### src/rtl/ram_ctrl_pkg.sv
// ram_ctrl_pkg: RAM command opcodes and arbiter FSM state encodings
package ram_ctrl_pkg;
  typedef logic [1:0] cmd_t;
  localparam cmd_t CMD_WR_ADDR = 2'b00;
  localparam cmd_t CMD_WR_DATA = 2'b01;
  localparam cmd_t CMD_RD_ADDR = 2'b10;
  localparam cmd_t CMD_RD_DATA = 2'b11;
  localparam logic [2:0] S_IDLE = 3'd0;
  localparam logic [2:0] S_ADDR = 3'd1;
  localparam logic [2:0] S_DATA = 3'd2;
  localparam logic [2:0] S_WAIT = 3'd3;
  localparam logic [2:0] S_DONE = 3'd4;
endpackage

### src/rtl/rr_arbiter_2.sv
// rr_arbiter_2: two-way round-robin arbiter; favours the requester not granted last
module rr_arbiter_2 (
  input  logic       clk,
  input  logic       rst,
  input  logic [1:0] req,
  input  logic       advance,
  output logic       gnt_idx
);
  logic ptr_q;
  // priority pointer breaks ties; a lone request always wins
  always_comb gnt_idx = (req == 2'b11) ? ptr_q : req[1];
  // after a grant, priority moves to the other requester
  always_ff @(posedge clk)
    if (rst) ptr_q <= 1'b0;
    else if (advance) ptr_q <= ~gnt_idx;
endmodule

### src/rtl/ram_cmd_arbiter.sv
// ram_cmd_arbiter: shares one RAM command port between two read/write requesters
module ram_cmd_arbiter
  import ram_ctrl_pkg::*;
#(
  parameter int ADDR_SIZE  = 8,
  parameter int WORD_SIZE  = 8,
  parameter int INPUT_SIZE = 10,
  parameter int TIMEOUT    = 16
) (
  input  logic                  clk,
  input  logic                  rst,
  input  logic                  req_0,
  input  logic                  req_1,
  input  logic                  we_0,
  input  logic                  we_1,
  input  logic [ADDR_SIZE-1:0]  addr_0,
  input  logic [ADDR_SIZE-1:0]  addr_1,
  input  logic [WORD_SIZE-1:0]  wdata_0,
  input  logic [WORD_SIZE-1:0]  wdata_1,
  output logic                  ack_0,
  output logic                  ack_1,
  output logic                  err_0,
  output logic                  err_1,
  output logic [WORD_SIZE-1:0]  rdata,
  output logic [INPUT_SIZE-1:0] ram_din,
  output logic                  ram_rx_valid,
  input  logic [WORD_SIZE-1:0]  ram_dout,
  input  logic                  ram_tx_valid
);
  localparam int PW = INPUT_SIZE - 2;
  localparam int CW = $clog2(TIMEOUT + 1);
  logic [2:0]           state_q, state_d;
  logic                 gnt_q, we_q, err_q, gnt_idx, advance, timeout;
  logic [ADDR_SIZE-1:0] addr_q;
  logic [WORD_SIZE-1:0] wdata_q, rdata_q;
  logic [CW-1:0]        cnt_q;
  assign advance = (state_q == S_IDLE) && (req_0 || req_1);
  assign timeout = cnt_q == CW'(TIMEOUT - 1);
  rr_arbiter_2 u_arb (
    .clk     (clk),
    .rst     (rst),
    .req     ({req_1, req_0}),
    .advance (advance),
    .gnt_idx (gnt_idx)
  );
  // next-state: address word, data/trigger word, optional read wait, ack
  always_comb begin
    state_d = state_q;
    case (state_q)
      S_IDLE:  state_d = advance ? S_ADDR : S_IDLE;
      S_ADDR:  state_d = S_DATA;
      S_DATA:  state_d = we_q ? S_DONE : S_WAIT;
      S_WAIT:  state_d = (ram_tx_valid || timeout) ? S_DONE : S_WAIT;
      default: state_d = S_IDLE;
    endcase
  end
  // state, latched request fields, timeout counter and read result
  always_ff @(posedge clk) begin
    if (rst) begin
      state_q <= S_IDLE;
      gnt_q   <= 1'b0;
      we_q    <= 1'b0;
      addr_q  <= '0;
      wdata_q <= '0;
      rdata_q <= '0;
      err_q   <= 1'b0;
      cnt_q   <= '0;
    end else begin
      state_q <= state_d;
      if (advance) begin
        gnt_q   <= gnt_idx;
        we_q    <= gnt_idx ? we_1 : we_0;
        addr_q  <= gnt_idx ? addr_1 : addr_0;
        wdata_q <= gnt_idx ? wdata_1 : wdata_0;
      end
      if (state_q == S_DATA) begin
        cnt_q <= '0;
        err_q <= 1'b0;
      end else if (state_q == S_WAIT) begin
        cnt_q <= cnt_q + CW'(1);
        if (ram_tx_valid) rdata_q <= ram_dout;
        else if (timeout) begin
          rdata_q <= '0;
          err_q   <= 1'b1;
        end
      end
    end
  end
  assign ram_rx_valid = (state_q == S_ADDR) || (state_q == S_DATA);
  assign ram_din = (state_q == S_ADDR) ? {(we_q ? CMD_WR_ADDR : CMD_RD_ADDR), PW'(addr_q)} :
                   (state_q == S_DATA) ? (we_q ? {CMD_WR_DATA, PW'(wdata_q)} : {CMD_RD_DATA, {PW{1'b0}}}) :
                   '0;
  assign ack_0 = (state_q == S_DONE) && !gnt_q;
  assign ack_1 = (state_q == S_DONE) && gnt_q;
  assign err_0 = ack_0 && err_q;
  assign err_1 = ack_1 && err_q;
  assign rdata = rdata_q;
endmodule

### config.mk
export PLATFORM = sky130hd
export DESIGN_NAME = ram_cmd_arbiter
export DESIGN_NICKNAME = d
export VERILOG_FILES = /design/src/rtl/ram_ctrl_pkg.sv /design/src/rtl/rr_arbiter_2.sv /design/src/rtl/ram_cmd_arbiter.sv
export SDC_FILE = /design/constraint.sdc
export NUM_CORES = 1
export LEC_CHECK = 0
export ABC_AREA = 1
export BUFFER_PORTS_ARGS = -buffer_cell sky130_fd_sc_hd__buf_4
export CAP_MARGIN = 15
export CELL_PAD_IN_SITES_DETAIL_PLACEMENT = 0
export CELL_PAD_IN_SITES_GLOBAL_PLACEMENT = 1
export CORE_MARGIN = 2
export CORE_UTILIZATION = 32
export DETAILED_ROUTE_END_ITERATION = 12
export GPL_ROUTABILITY_DRIVEN = 0
export GPL_TIMING_DRIVEN = 1
export PLACE_DENSITY = 0.89
export SKIP_LAST_GASP = 1
export SLEW_MARGIN = 20
export SYNTH_ARGS = -nofsm -noshare
export SYNTH_HDL_FRONTEND = slang
export SYNTH_SLANG_ARGS = --single-unit
### constraint.sdc
create_clock -name clk -period 1.9 [get_ports clk]
set_input_delay 0.57 -clock clk [delete_from_list [all_inputs] [get_ports clk]]
set_output_delay 0.57 -clock clk [all_outputs]
set_load 0.1 [all_outputs]
==> flow_summary.ini <==
[power_and_ir_drop]
p_leak_nw = 1.55
p_sw_frac = 0.407
p_seq_frac = 0.302
comb_power_share = 0.461
p_sw_mw = 1.29
p_clk_frac = 0.237
p_int_mw = 1.88
peakVddDrop_uv = 439
p_per_area_nw_per_um2 = 991

[synth]
synth_top_family_by_area = simple AND/OR/NAND/NOR gates
syn_inst = 323
yosys_warnings = 0
synth-seq-cells = 36
synth_adder_area_share = 0.0129
netlist.area_leader.share = 0.372
synthSimpleGateAreaFrac = 0.412
synth_area_per_cell_um2 = 5.99
synth_top_area_cell = dfxtp_1
synthMuxAreaShare = 0
synth_compound_area_frac = 0.0646
ys_types = 17
synthesis.area_um2 = 1940
ys_seq_area_frac = 0.372
synth.area.top_cells = dfxtp_1 37%, nand2_1 20%, nor2_1 12%, inv_1 9.7%, nand3_1 5.7%
syn-num-nets = 372
synth_xor_area_frac = 0

[layout]
nNetsFinal = 449
final_common_cell = nand2_1
n_antenna_cell = 0
layout-drive-gt1-share = 0.324
area_delta_synth_final_pct = 65.4
seq_area_um2 = 729
layout_common_cells = 100 x nand2_1, 66 x buf_4, 57 x nor2_1, 48 x inv_1, 33 x dfxtp_1
fillers = 573
multiInputGateArea_um2 = 1200
final_core_util = 0.544

[route]
ant_nets = 0
dr_wl_met2_mm = 2.76
wl_met3_um = 362
highest_layer = met4
wl_per_cell_um = 11.5
wl_mm = 5.46
vias_per_cell = 4.38
drt-met1-wl_mm = 2.26
vias = 2086
first_pass_iters = 4
drc = 0
first_iter_violations = 55

[critical_path]
cpPeakStageDelay_ns = 0.41
r2r-end = rdata[6]
critical_path_required_ns = 1.33
reg2reg_depth = 9
cp_slowest_cell = dfxtp_4
cp_max_fo = 7
crit_cells = 6
worstSetupStartpoint = state_q[1]
path_buf_inv = 2
path_class = reg -> out
cp_cell_sequence = nand2_4 -> nor2_4 -> buf_8 -> nand3_4 -> o21ai_4 -> buf_12
cp_data_arrival_time_ns = 1.42
end_kind = output port
worstSetupEndpoint = ram_din[3]
cp_top_family = flip-flops
r2r_setup_slack_ns = 0.40
cp-start-kind = flip-flop
r2r-start = cnt_q[0]

[global_route]
grt_max_degree = 32
antenna_found_initial = 0
grt_pass1_wl_mm = 8.81
grt-ovfl-total = 0
grt_use_total = 0.172
grt_pass1_vias = 1922

[floorplanning]
ios = 70
core_um2 = 5890
rows = 28
die_x_um = 81.8
initial_utilization = 0.329
die_h_um = 81.8
dieArea_um2 = 6690

[clock_tree]
clock_latency_ns = 0.29
cts_max_path_buffers = 2
cts_hold_buf = 0
clock-sinks = 36
cts_root_buf = clkbuf_8
clk_pin_slew_ns = 0.08
htree_num_levels = 2
cts_buffers = 5
cts_tree = done

[sta]
whs_ns = 0.464
max_freq_ghz = 0.504
layout_min_cycle_time_ns = 1.99
drv_slew = 0
fin_worst_skew_ns = 0.00531
finalHoldViolCount = 0
rsz0062_at_grt = true
period_share = 1.04
worst_pin_slew_ns = 0.451
finalSetupViolations = 10
max_slew_margin = 0.699
fin_ws_ns = -0.0854

[outcome]
outcome = finished with violations
failed_checks = negative setup slack

[flow_run]
cap_violations = 0

[placement]
port_buffers = 69
dp_hpwl_mm = 3.76

[worst_hold_path]
holdCritPathClass = reg -> reg
==> worst register-to-register path, stage by stage (launching register included) <==
cell	delay, ns
dfxtp_1	0.33
ha_1	0.23
nand2_1	0.08
nor2_1	0.04
ha_1	0.18
nor2_1	0.14
inv_1	0.06
nand2_2	0.16
nand2_1	0.07
a21oi_1	0.14
==> power by group through the flow <==
stage,Sequential [mW],Combinational (mW),Clock [mW]
2_1_floorplan,0.968,0.905,0
3_3_place_gp,0.951,1.23,0
3_5_place_dp,0.951,1.24,0
4_1_cts,0.954,1.43,0.760
5_1_grt,0.972,1.58,0.798
6_report,0.957,1.46,0.751
==> sequential cells by signal (all words and copies together), names as in the netlist <==
signal,cells
wdata_q,8
we_q,1
addr_q,8
rdata,8
gnt_q,1
state_q,3
err_q,1
u_arb.ptr_q,1
cnt_q,5
==> Yosys cell counts, drive strengths merged <==
cell type / instances
inv: 50
nor3: 2
nand2: 107
nor2: 63
o21ai: 8
buf: 9
ha: 2
clkbuf: 5
nand3b: 2
dfxtp: 36
a21oi: 17
nand3: 22
==> metal layers <==
metal,track usage,up-vias
met5,0,-
met4,0.0517,0
met3,0.0407,9
met2,0.311,58
met1,0.200,901
li1,-,1118
==> cell families (layout without fill, tap and decap cells) <==
| group | after synthesis | after routing |
|---|---|---|
| fa+ha+maj | 2 | 2 |
| buf+inv | 64 | 142 |
| flops | 36 | 36 |
| simple gates | 196 | 196 |
| compound gates | 25 | 25 |
==> repair_timing <==
action,in CTS,in global routing
gates cloned,1,0
gates resized for setup,54,5
setup buffers,3,2
pin swaps,2,4
endpoints found under the setup margin,15,15
==> worst min-delay path by stage <==
stage | endpoint | depth (start not counted) | start
2_1_floorplan | cnt_q[3] | 2 | cnt_q[3]
3_3_place_gp | cnt_q[3] | 2 | cnt_q[3]
3_5_place_dp | rdata[4] | 2 | rdata[4]
4_1_cts | rdata[4] | 2 | rdata[4]
5_1_grt | rdata[5] | 2 | rdata[5]
6_report | cnt_q[3] | 2 | cnt_q[3]
==> per-stage QoR <==
stage          setup TNS [ns]  instance area [um2]  power, mW  worst slack [ns]  instances
6_report               -0.657                 3200       3.17           -0.0854        476
5_1_grt                 -1.11                 3200       3.35            -0.130        476
4_1_cts                -0.584                 3170       3.15           -0.0684        474
3_5_place_dp                0                 2760       2.19            0.0763        462
3_3_place_gp                0                 2760       2.18            0.0940        462
2_1_floorplan          -0.220                 2130       1.87           -0.0580        323
==> cell type report <==
cell class | count | area share
clock inverter | 1 | 0.00938
clock buffer | 7 | 0.0301
multi-input combinational | 223 | 0.375
timing repair buffer | 84 | 0.268
sequential | 36 | 0.228
inverter | 50 | 0.0602
tap | 75 | 0.0293
Power figures use the tool's default switching activity.
